--- src/rtl/balance_pkg.sv ---
// Shared widths, limits and helpers for the balance controller datapath.
package balance_pkg;

    localparam int ERR_W   = 10;
    localparam int INTEG_W = 18;
    localparam int SPD_W   = 12;
    localparam int DIFF_W  = 7;
    localparam int PID_W   = 16;

    // Speed command above which the rider is warned of over-speed.
    localparam logic signed [SPD_W-1:0] TOO_FAST_THRESH = 12'sd1536;

    // Largest value representable in a w-bit two's-complement word.
    function automatic int sat_max(input int w);
        return (1 <<< (w - 1)) - 1;
    endfunction

    // Smallest value representable in a w-bit two's-complement word.
    function automatic int sat_min(input int w);
        return -(1 <<< (w - 1));
    endfunction

endpackage

--- src/rtl/balance_sat.sv ---
// Generic signed saturator: clamps an IN_W-bit value into OUT_W bits.
module balance_sat
    import balance_pkg::*;
#(
    parameter int IN_W  = 16,
    parameter int OUT_W = 10
) (
    input  logic signed [IN_W-1:0]  din,
    output logic signed [OUT_W-1:0] dout
);

    localparam logic signed [IN_W-1:0] MAX_IN = IN_W'(sat_max(OUT_W));
    localparam logic signed [IN_W-1:0] MIN_IN = IN_W'(sat_min(OUT_W));

    // Clamp to the output range, otherwise pass the low bits through.
    always_comb begin
        dout = din[OUT_W-1:0];
        if (din > MAX_IN) begin
            dout = OUT_W'(sat_max(OUT_W));
        end else if (din < MIN_IN) begin
            dout = OUT_W'(sat_min(OUT_W));
        end
    end

endmodule

--- src/rtl/balance_cntrl.sv ---
// Balance controller: PID on fused pitch plus load-cell steering, producing
// registered signed left/right speed commands and an over-speed flag.
module balance_cntrl
    import balance_pkg::*;
#(
    parameter logic signed [4:0] P_COEFF = 5'sh0C,
    parameter logic signed [5:0] D_COEFF = 6'sh07
) (
    input  logic        clk,
    input  logic        rst_n,
    input  logic        vld,
    input  logic [15:0] ptch,
    input  logic [11:0] ld_cell_diff,
    input  logic        rider_off,
    input  logic        en_steer,
    output logic [11:0] lft_spd,
    output logic [11:0] rght_spd,
    output logic        too_fast
);

    logic signed [ERR_W-1:0]   err_sat;
    logic signed [ERR_W-1:0]   err_q0;
    logic signed [ERR_W-1:0]   err_q1;
    logic signed [INTEG_W-1:0] integ;
    logic signed [INTEG_W-1:0] integ_sum;
    logic                      integ_ovf;
    logic                      vld_d;

    logic signed [14:0]        p_term;
    logic signed [14:0]        i_term;
    logic signed [ERR_W:0]     d_diff;
    logic signed [DIFF_W-1:0]  d_sat;
    logic signed [12:0]        d_term;
    logic signed [PID_W-1:0]   pid;
    logic signed [11:0]        ld_shift;
    logic signed [PID_W-1:0]   steer;
    logic signed [PID_W-1:0]   lft_raw;
    logic signed [PID_W-1:0]   rght_raw;
    logic signed [SPD_W-1:0]   lft_sat;
    logic signed [SPD_W-1:0]   rght_sat;
    logic                      too_fast_nxt;

    balance_sat #(.IN_W(16), .OUT_W(ERR_W)) u_sat_err (
        .din  ($signed(ptch)),
        .dout (err_sat)
    );

    // Integrator sum; a same-sign add that flips the sign would wrap, so it is held instead.
    always_comb begin
        integ_sum = integ + {{(INTEG_W-ERR_W){err_sat[ERR_W-1]}}, err_sat};
        integ_ovf = (integ[INTEG_W-1] == err_sat[ERR_W-1]) &&
                    (integ_sum[INTEG_W-1] != integ[INTEG_W-1]);
    end

    // P, I and raw D difference, all kept exact in their own widths.
    always_comb begin
        p_term = {{5{err_q0[ERR_W-1]}}, err_q0} * {{10{P_COEFF[4]}}, P_COEFF};
        i_term = {{3{integ[INTEG_W-1]}}, integ[INTEG_W-1:6]};
        d_diff = {err_q0[ERR_W-1], err_q0} - {err_q1[ERR_W-1], err_q1};
    end

    balance_sat #(.IN_W(ERR_W+1), .OUT_W(DIFF_W)) u_sat_diff (
        .din  (d_diff),
        .dout (d_sat)
    );

    // Sum PID and apply the steering differential from the load cells.
    always_comb begin
        d_term   = {{6{d_sat[DIFF_W-1]}}, d_sat} * {{7{D_COEFF[5]}}, D_COEFF};
        pid      = {p_term[14], p_term} + {i_term[14], i_term} +
                   {{3{d_term[12]}}, d_term};
        ld_shift = $signed(ld_cell_diff) >>> 3;
        steer    = {{4{ld_shift[11]}}, ld_shift};
        lft_raw  = pid;
        rght_raw = pid;
        if (en_steer) begin
            lft_raw  = pid - steer;
            rght_raw = pid + steer;
        end
    end

    balance_sat #(.IN_W(PID_W), .OUT_W(SPD_W)) u_sat_lft (
        .din  (lft_raw),
        .dout (lft_sat)
    );

    balance_sat #(.IN_W(PID_W), .OUT_W(SPD_W)) u_sat_rght (
        .din  (rght_raw),
        .dout (rght_sat)
    );

    // Over-speed when either saturated command exceeds the threshold.
    always_comb begin
        too_fast_nxt = (lft_sat > TOO_FAST_THRESH) || (rght_sat > TOO_FAST_THRESH);
    end

    // Error history and delayed valid; history keeps moving even with no rider.
    always_ff @(posedge clk) begin
        if (!rst_n) begin
            err_q0 <= '0;
            err_q1 <= '0;
            vld_d  <= 1'b0;
        end else begin
            vld_d <= vld;
            if (vld) begin
                err_q1 <= err_q0;
                err_q0 <= err_sat;
            end
        end
    end

    // Integrator: rider_off clears it and takes priority over a concurrent vld.
    always_ff @(posedge clk) begin
        if (!rst_n) begin
            integ <= '0;
        end else if (rider_off) begin
            integ <= '0;
        end else if (vld && !integ_ovf) begin
            integ <= integ_sum;
        end
    end

    // Output registers load one cycle after vld; rider_off forces them to zero.
    always_ff @(posedge clk) begin
        if (!rst_n) begin
            lft_spd  <= '0;
            rght_spd <= '0;
            too_fast <= 1'b0;
        end else if (rider_off) begin
            lft_spd  <= '0;
            rght_spd <= '0;
            too_fast <= 1'b0;
        end else if (vld_d) begin
            lft_spd  <= lft_sat;
            rght_spd <= rght_sat;
            too_fast <= too_fast_nxt;
        end
    end

endmodule

--- config.mk ---
export PLATFORM = sky130hd
export DESIGN_NAME = balance_cntrl
export DESIGN_NICKNAME = d
export VERILOG_FILES = /design/src/rtl/balance_pkg.sv /design/src/rtl/balance_sat.sv /design/src/rtl/balance_cntrl.sv
export SDC_FILE = /design/constraint.sdc
export NUM_CORES = 1
export LEC_CHECK = 0
export BUFFER_PORTS_ARGS = -buffer_cell sky130_fd_sc_hd__clkbuf_2
export CAP_MARGIN = 20
export CELL_PAD_IN_SITES_DETAIL_PLACEMENT = 1
export CELL_PAD_IN_SITES_GLOBAL_PLACEMENT = 1
export CORE_AREA = 2 2 135 137
export DETAILED_ROUTE_END_ITERATION = 16
export DIE_AREA = 0 0 137 139
export PLACE_DENSITY = 0.84
export SETUP_SLACK_MARGIN = 0.1
export SYNTH_ARGS = -nofsm -noshare
export SYNTH_HDL_FRONTEND = slang
export SYNTH_HIERARCHICAL = 1
export SYNTH_SLANG_ARGS = --single-unit
--- constraint.sdc ---
create_clock -name clk -period 11.1 [get_ports clk]
set_clock_uncertainty 0.15 [all_clocks]
set_input_delay 1.11 -clock clk [delete_from_list [all_inputs] [get_ports clk]]
set_output_delay 1.11 -clock clk [all_outputs]
set_load 0.03 [all_outputs]
# --- After elaboration in Yosys (flattened, before gate mapping) ---
# Cells that the tools add are included.
word_totals:
  ff_bits: 64
  word_cells: 43
  output_inout_bits: 25
  inputBits: 33
op_classes:
  multipliers: 2
  n_eq_ne: 2
  reduce_logical: 5
  mux: 10
  bitwise_logic: 1
  n_addsub: 6
  magnitude_cmp: 10
op_table:
  columns: ["op", "count"]
  rows:
  - ["$mux 12", 4]
  - ["$gt 16x12->1 const B", 2]
  - ["$lt 16x12->1 const B", 2]
  - ["$mux 16", 2]
  - ["$gt 12x12->1 const B", 2]
  - ["$mux 10", 2]
  - ["$add 18x18->18", 1]
  - ["$add 15x12->16", 1]
  - ["$add 16x16->16", 1]
  - ["$add 16x9->16", 1]
  - ["$gt 16x10->1 const B", 1]
  - ["$lt 16x10->1 const B", 1]
  - ["$sub 16x9->16", 1]
  - ["$mul 15x2->13 const B", 1]
  - ["$mux 7", 2]
  - ["$gt 11x7->1 const B", 1]
  - ["$lt 11x7->1 const B", 1]
  - ["$mul 7x4->11 const B", 1]
  - ["$sub 10x10->11", 1]
  - ["$logic_and 1x1->1", 2]
  - ["$reduce_or 2->1", 1]
  - ["$eq 1x1->1", 1]
  - ["$logic_not 1->1", 1]
  - ["$logic_or 1x1->1", 1]
  - ["other kinds (2)", 2]

# --- Longest topological paths before layout ---
# Gate-level depths: netlist of the first run.
depth:
  ltp_word: 13
  depth_mapped: 49
  mapped_depth_nobuf: 47

# --- Cells and area by module ---
# The synthesis of the first run kept the hierarchy.
modules_own_cells:
  columns: ["module", "instances", "area_per_inst_um2", "cells_per_inst", "seq_area_each_um2"]
  rows:
  - ["balance_cntrl", 1, 7111.8, 876, 1281.2]
  - ["balance_sat at u_sat_lft ...", 2, 350.3, 43, 0.0]
  - ["balance_sat at u_sat_err", 1, 182.7, 27, 0.0]
  - ["balance_sat at u_sat_diff", 1, 132.6, 21, 0.0]

# --- Worst setup path after synthesis of the first run ---
# No wires, ideal clock.
synth_timing:
  kind: "register to register"
  start: "reg err_q1[1]"
  end: "reg too_fast"
  required_time_ns: 10.859
  setup_ns: 0.091
  synth_period_minus_slack_ns: 9.553
  t_arrival_ns: 9.312
  path_stages_with_launch: 44
  slack_ns: 1.547
  path_buffers: 2
  cell_sequence: "dfxtp_1 inv_1 ha_1 nor2b_1 o21ai_0 a21boi_0 o21ai_0 a21oi_1 o21ai_0 o311ai_0 nor2b_1 a221oi_1 ha_1 fa_1 fa_1 a21o_1 a21oi_1 o21bai_1 [8 not listed] a211oi_1 nor2_1 xnor2_1 inv_1 ha_1 clkbuf_1 inv_1 a21o_1 o21ba_2 or3_1 a31oi_1 clkbuf_4 nor2_1 a221oi_2 nor4_1 nand3_1 nand4b_1 a311oi_1"
synth_between:
  elab_chain_cells: 13
  word_cells_on_any_way: 22
  classes_between: "add/sub: 4; mul: 1; order compare: 8; mux: 8; reduce/logical: 1"
synth_rtl:
  columns: ["element", "line_no", "source"]
  rows:
  - ["from (decl)", "balance_cntrl.sv:23", "logic signed [ERR_W-1:0] err_q1;"]
  - ["from (signal assigned)", "balance_cntrl.sv:106", "err_q1 <= err_q0;"]
  - ["$sub 10x10->11 (*)", "balance_cntrl.sv:59", "d_diff = {err_q0[ERR_W-1], err_q0} - {err_q1[ERR_W-1], err_q1};"]
  - ["net d_diff[9]", "balance_cntrl.sv:31", "logic signed [ERR_W:0] d_diff;"]
  - ["$lt 11x7->1", "balance_sat.sv:20", "end else if (din < MIN_IN) begin"]
  - ["$mux 7", "balance_sat.sv:20", null]
  - ["$mux 7 (*)", "balance_sat.sv:18", "if (din > MAX_IN) begin"]
  - ["net d_sat[2]", "balance_cntrl.sv:32", "logic signed [DIFF_W-1:0] d_sat;"]
  - ["$mul 7x4->11 (*)", "balance_cntrl.sv:69", "d_term = {{6{d_sat[DIFF_W-1]}}, d_sat} * {{7{D_COEFF[5]}}, D_COEFF};"]
  - ["$add 16x16->16 (*)", "balance_cntrl.sv:70", "pid = {p_term[14], p_term} + {i_term[14], i_term} +"]
  - ["$add 16x9->16", "balance_cntrl.sv:78", "rght_raw = pid + steer;"]
  - ["$mux 16 (*)", "balance_cntrl.sv:76", "if (en_steer) begin"]
  - ["net rght_raw[14]", "balance_cntrl.sv:38", "logic signed [PID_W-1:0] rght_raw;"]
  - ["$lt 16x12->1", "balance_sat.sv:20", null]
  - ["$mux 12", "balance_sat.sv:20", null]
  - ["$mux 12 (*)", "balance_sat.sv:18", null]
  - ["net rght_sat[4]", "balance_cntrl.sv:40", "logic signed [SPD_W-1:0] rght_sat;"]
  - ["$gt 12x12->1 (*)", "balance_cntrl.sv:94", "too_fast_nxt = (lft_sat > TOO_FAST_THRESH) || (rght_sat > TOO_FAST_THRESH);"]
  - ["$logic_or 1x1->1 (*)", "balance_cntrl.sv:94", null]
  - ["to (signal assigned)", "balance_cntrl.sv:136", "too_fast <= too_fast_nxt;"]
  - ["to (decl)", "balance_cntrl.sv:18", "output logic too_fast"]
# The timed path passes the listed nets; every way through them passes the cells marked *.
# A chain may end at the register's enable or synchronous reset.

# --- Worst setup path after layout of the first run ---
layout_timing:
  start: "reg err_q0[1]"
  end: "reg too_fast"
layout_between:
  elab_chain_cells: 13
  word_cells_on_any_way: 24
  classes_between: "add/sub: 5; mul: 2; order compare: 8; mux: 8; reduce/logical: 1"
layout_rtl:
  columns: ["element", "line_no", "source"]
  rows:
  - ["from (decl)", "balance_cntrl.sv:22", "logic signed [ERR_W-1:0] err_q0;"]
  - ["from (signal assigned)", "balance_cntrl.sv:107", "err_q0 <= err_sat;"]
  - ["$sub 10x10->11 (*)", "balance_cntrl.sv:59", null]
  - ["net d_diff[8]", "balance_cntrl.sv:31", null]
  - ["$lt 11x7->1", "balance_sat.sv:20", null]
  - ["$mux 7", "balance_sat.sv:20", null]
  - ["$mux 7 (*)", "balance_sat.sv:18", null]
  - ["net d_sat[1]", "balance_cntrl.sv:32", null]
  - ["$mul 7x4->11 (*)", "balance_cntrl.sv:69", null]
  - ["$add 16x16->16 (*)", "balance_cntrl.sv:70", null]
  - ["$add 16x9->16", "balance_cntrl.sv:78", null]
  - ["$mux 16 (*)", "balance_cntrl.sv:76", null]
  - ["net rght_raw[14]", "balance_cntrl.sv:38", null]
  - ["$lt 16x12->1", "balance_sat.sv:20", null]
  - ["$mux 12", "balance_sat.sv:20", null]
  - ["$mux 12 (*)", "balance_sat.sv:18", null]
  - ["net rght_sat[5]", "balance_cntrl.sv:40", null]
  - ["$gt 12x12->1 (*)", "balance_cntrl.sv:94", null]
  - ["$logic_or 1x1->1 (*)", "balance_cntrl.sv:94", null]
# Marks and branches as above.

==> qor.txt, run 1 <==
met3 wire len: 549 µm
met1 WL: 9900 µm
max-cap violations: 0
Worst Path Max Fanout: 11
Die W: 137 µm
WL met2: 12590 µm
DRT Wirelength: 23760 µm
fillers: 2156
first-pass GRT wire length: 36960 µm
Post-DP HPWL: 17580 µm
Post-synth top cells: 121 x nor2_1, 113 x inv_1, 97 x ha_1
Skew-Pair Late Insertion Delay: 0.35 ns
WHS: 0.3472 ns
IO buf count: 54
Max H-tree Level: 3
Critical-path top delay cell: or4_1
Die H: 139 µm
cell row count: 49
post-synthesis sequential area ratio: 15.76%
CTS root buf: clkbuf_16
Gate Count Post-Synth: 1010
Area growth, synth to finish: 11.79%
hold-fix buffers at CTS: 0
die area: 0.01904 mm²
core outline area: 0.01766 mm²
ys flop type: dfxtp_1
GRT Overall Usage: 24.03%
top cells by area, synth: dfxtp_1 16%, ha_1 15%, mux2i_1 7.0%, fa_1 5.7%, nor2_1 5.6%
Worst Hold Class: reg -> reg
Post-synth EDFFs: 0
Final nets: 1202
vias per std cell: 5.787
most frequent cell after synthesis: nor2_1
cell taking the most area after synthesis: dfxtp_1
gpl congestion: 0.8834
CP required: 11.18 ns
initial core utilization: 46.03%
largest net degree at the start of global routing: 45
I/O Pins: 58
Warnings, synthesis: 6
highest routed layer: met4
flop2flop setup slack: 0.61 ns
wire length per cell: 18.52 µm
outcome: complete, no violations
Worst Path Class, Setup: reg -> reg
initial antenna violation count: 0
drt pass-1 iters: 5
Syn Area/Cell: 8.047 µm²
Clock Pin Slew Worst Setup and Hold Paths: 0.07 ns
fin crit share: 94.52%
CP max stage delay: 0.53 ns
CTS sink count: 64
TritonCTS buffer count: 9
First DRT Iteration DRCs: 363
Worst path top cell family by delay: compound AO/OA/AOI/OAI gates
Bufs and invs on worst path: 4
synth unique cells: 64
CP arrival: 10.57 ns
fmax: 0.09531 GHz
Worst path most repeated cell: fa_1
asr flop ratio synth: 0%
Final min period: 10.49 ns
worst slew pin tran: 1.010 ns
syn nets: 1163
CP Capture Type: register
number of synthesized register bits: 64
DRC errors left: 0
remaining antenna violation count: 0
CP Launch Type: register
Bufs on Longest Clock Path: 2
layout cells sized above 1: 15.09%
Ant. Diodes: 0
sequential cell area: 0.001281 mm²
Final Hold Vio Count: 0
vias in the first global route: 7637
footprint of the multi-input gates: 0.006275 mm²
setup violators final: 0
grt total ovfl: 0
share of the synthesized area in the top cell type: 15.76%
TritonCTS clock tree: built
Pins Over Slew Limit: 0
via count: 7425
Slew HR: 32.67%
setup_tns: 0 ns
post-synthesis instance area: 0.008128 mm²
through the flow:
stage | utilization [%] | std cells | instance area [µm²] | setup slack (ns)
3_3_place_gp | 48.25 | 1257 | 8519 | 0.06909
4_1_cts | 50.43 | 1278 | 8905 | 0.1065
3_5_place_dp | 48.28 | 1258 | 8524 | -0.1498
5_1_grt | 51.46 | 1283 | 9086 | -0.08728
6_report | 51.46 | 1283 | 9086 | 0.6083
2_1_floorplan | - | 1010 | 8128 | 1.547
repair_timing:
action,in CTS,in global routing
resized for setup,3,24
setup endpoints to repair,2,23
setup buffers,4,5
pin swaps,1,5
kinds of logic after synthesis:
kind of cell	share of synthesized area (%)
buf+inv	8.852
compound gates	21.15
simple gates	18.04
xor+xnor	7.328
fa+ha+maj	20.60
mux	8.267
flops	15.76
cell type report:
type                            count  area share (%)
Multi-Input combinational cell    780           69.06
Timing Repair Buffer               81           5.315
Sequential cell                    64           14.10
Clock inverter                      6           1.184
Clock buffer                       10           2.520
Inverter                          113           4.668
Tap cell                          229           3.153
state kept, by name (all words and copies together) (netlist names):
| name | flops |
|---|---|
| err_q0 | 10 |
| err_q1 | 10 |
| integ | 18 |
| lft_spd | 12 |
| rght_spd | 12 |
| too_fast | 1 |
| vld_d | 1 |
cell usage in the layout, fill, tap and decap left out, drive strengths merged, types with 38 or more instances in the layout:
cell,count
mux2i,57
nand4,44
xnor2,46
a21oi,64
nor2,122
inv,113
dfxtp,64
clkbuf,64
nand2,38
ha,97
final timing paths:
path,startpoint,endpoint,depth (start not counted)
worst max register to register,err_q0[1],too_fast,41
worst min register to register,rght_spd[8],rght_spd[8],2
worst max-delay path,err_q0[1],too_fast,41
worst min-delay path,rght_spd[8],rght_spd[8],2
metal layers:
metal,up-vias,GRT usage [%]
met2,111,44.72
met3,39,3.509
met1,3651,27.50
met4,0,8.193
met5,-,0
li1,3624,-
worst register-to-register path: cells and delay by family, from the launching register on:
family                   cells  cell delay [ns]
AO/OA/AOI/OAI               18             3.95
XOR/XNOR                     3             0.58
adder cells (fa/ha/maj)      7             2.75
buffers and inverters        4             0.70
flip-flops                   1             0.52
AND/OR/NAND/NOR              9             1.73
Power of run 1 is left out: the tool's default activity adds up to more than one toggle a clock period on the data nets, which glitch-free logic cannot reach.
==> run 2: changes to the inputs <==
--- a/config.mk
+++ b/config.mk
@@ -9,9 +9,10 @@
 export CAP_MARGIN = 20
 export CELL_PAD_IN_SITES_DETAIL_PLACEMENT = 1
 export CELL_PAD_IN_SITES_GLOBAL_PLACEMENT = 1
-export CORE_AREA = 2 2 135 137
+export CORE_AREA = 2 2 161 116
 export DETAILED_ROUTE_END_ITERATION = 16
-export DIE_AREA = 0 0 137 139
+export DIE_AREA = 0 0 163 118
+export MAX_ROUTING_LAYER = met4
 export PLACE_DENSITY = 0.84
 export SETUP_SLACK_MARGIN = 0.1
 export SYNTH_ARGS = -nofsm -noshare
==> run 2 against run 1 <==
Against the previous run:
- first-iteration DRC count is 25% higher
- flip-flop and latch count stayed put
- clock-buffer cell count is 1 higher
- worst hold slack worse by 0.0032 ns
- final area is 0.43% lower
- final cell count is 0.31% higher
- setup slack better by 0.049 ns
- register-to-register slack better by 0.05 ns
==> qor.txt, run 2 (synthesized netlist as in run 1, its figures left out) <==
outcome: complete, no violations (unchanged)
drt pass-1 iters: 5 (unchanged)
initial core utilization: 45.92% (was 46.03%)
max-cap violations: 0 (unchanged)
Worst Hold Class: reg -> reg (unchanged)
sequential cell area: 0.001281 mm² (unchanged)
GRT Overall Usage: 26.16% (was 24.03%)
layout cells sized above 1: 14.94% (was 15.09%)
IO buf count: 54 (unchanged)
Die W: 163 µm (was 137 µm)
reg2reg path depth: 43 (was 41)
Worst Path Class, Setup: reg -> reg (unchanged)
remaining antenna violation count: 0 (unchanged)
Bufs on Longest Clock Path: 2 (unchanged)
TritonCTS clock tree: built (unchanged)
setup violators final: 0 (unchanged)
fillers: 2180 (was 2156)
flop2flop setup slack: 0.66 ns (was 0.61 ns)
CP Capture Type: register (unchanged)
Slew HR: 40.61% (was 32.67%)
setup_tns: 0 ns (unchanged)
Largest register FFs: 18 (unchanged)
CTS root buf: clkbuf_16 (unchanged)
I/O Pins: 58 (unchanged)
fin crit share: 94.08% (was 94.52%)
most frequent cells in the layout: 121 x nor2_1, 113 x inv_1, 95 x ha_1 (was 121 x nor2_1, 113 x inv_1, 96 x ha_1)
via count: 7419 (was 7425)
TritonCTS buffer count: 9 (unchanged)
Worst Path Max Fanout: 12 (was 11)
CP Launch Type: register (unchanged)
Clock Pin Slew Worst Setup and Hold Paths: 0.06 ns (was 0.07 ns)
Most flops, register: integ (unchanged)
footprint of the multi-input gates: 0.006289 mm² (was 0.006275 mm²)
largest net degree at the start of global routing: 45 (unchanged)
initial antenna violation count: 0 (unchanged)
CTS sink count: 64 (unchanged)
cell row count: 41 (was 49)
CP required: 11.19 ns (was 11.18 ns)
gpl congestion: 0.8686 (was 0.8834)
vias in the first global route: 7494 (was 7637)
Final min period: 10.44 ns (was 10.49 ns)
CP arrival: 10.53 ns (was 10.57 ns)
Skew-Pair Late Insertion Delay: 0.33 ns (was 0.35 ns)
Pins Over Slew Limit: 0 (unchanged)
First DRT Iteration DRCs: 454 (was 363)
Final Hold Vio Count: 0 (unchanged)
grt total ovfl: 0 (unchanged)
worst slew pin tran: 0.8908 ns (was 1.010 ns)
Critical path destination: too_fast (unchanged)
DRT Wirelength: 24330 µm (was 23760 µm)
Area growth, synth to finish: 11.31% (was 11.79%)
CP max stage delay: 0.54 ns (was 0.53 ns)
Ant. Diodes: 0 (unchanged)
end of the worst register-to-register path: too_fast (unchanged)
first-pass GRT wire length: 39490 µm (was 36960 µm)
RSZ-0062 raised after global routing: false
crit path from: err_q0[0] (was err_q0[1])
wire length per cell: 18.90 µm (was 18.52 µm)
Max H-tree Level: 3 (unchanged)
core outline area: 0.01770 mm² (was 0.01766 mm²)
Post-DP HPWL: 18480 µm (was 17580 µm)
DRC errors left: 0 (unchanged)
Die H: 118 µm (was 139 µm)
Final nets: 1200 (was 1202)
reg2reg start: err_q0[0] (was err_q0[1])
vias per std cell: 5.765 (was 5.787)
commonest non-fill, non-tap cell in the layout: nor2_1 (unchanged)
Critical-path top delay cell: or4_1 (unchanged)
fmax: 0.09576 GHz (was 0.09531 GHz)
hold-fix buffers at CTS: 0 (unchanged)
die area: 0.01923 mm² (was 0.01904 mm²)
biggest regs: integ x18, lft_spd x12, rght_spd x12 (unchanged)
-- run 2: cell count changes in the layout (fill, tap and decap cells not counted), sizes merged --
cell / delta
buf: -2
bufinv: -2
clkbuf: +1
clkinv: +1
clkinvlp: -1
-- run 2: layer usage --
layer | vias up | track usage (%) | share of wire (%)
met2 | 124 | 37.82 | 43
met5 | - | - | 0
met3 | 19 | 4.440 | 4.3
met1 | 3646 | 38.36 | 52
met4 | 0 | 4.701 | 0.94
li1 | 3630 | - | -
-- run 2: final cells by class --
type                    count  share of cell area (%)
inverters                 113                   4.688
multi-input cells         780                   69.51
well taps                 236                   3.264
clock inverters             4                  0.4979
flip-flops and latches     64                   14.16
clock buffers              11                   2.683
repair buffers             79                   5.200
-- run 2: through the flow --
step	utilization (%)	instance area [µm²]	instances	setup slack [ns]	hold slack (ns)
floorplan	-	8128	1010	1.547	0.3130
global placement	48.30	8548	1266	0.3205	0.3287
detailed placement	48.30	8548	1266	-0.1196	0.3364
CTS	50.19	8884	1285	0.1334	0.3512
global route	51.12	9047	1287	0.01460	0.3720
finish	51.12	9047	1287	0.6571	0.3440
-- run 2: worst min path at each step --
stage             endpoint  slack (ns)   startpoint  cells past startpoint
2_1_floorplan    integ[10]        0.31    integ[10]                      2
4_1_cts         lft_spd[5]        0.35   lft_spd[5]                      2
6_report       lft_spd[10]        0.34  lft_spd[10]                      2
5_1_grt        lft_spd[10]        0.37  lft_spd[10]                      2
3_5_place_dp   lft_spd[10]        0.34  lft_spd[10]                      2
3_3_place_gp      integ[3]        0.33     integ[3]                      2
-- run 2: timing repair --
| item | CTS | global route |
|---|---|---|
| gates cloned | 0 | 0 |
| endpoints found under the hold margin | 0 | 0 |
| pin swaps | 1 | 1 |
| setup buffers | 4 | 2 |
| resized for setup | 4 | 26 |
| endpoints found under the setup margin | 2 | 24 |
-- run 2: critical path: cells and delay by family (launching register included) --
family	cells	cell delay, ns
flip-flops	1	0.41
multiplexers	1	0.34
AND/OR/NAND/NOR	9	1.55
XOR/XNOR	4	0.77
buffers and inverters	4	0.50
AO/OA/AOI/OAI	17	3.46
adder cells (fa/ha/maj)	8	3.17
Power of run 2 is left out for the same reason.
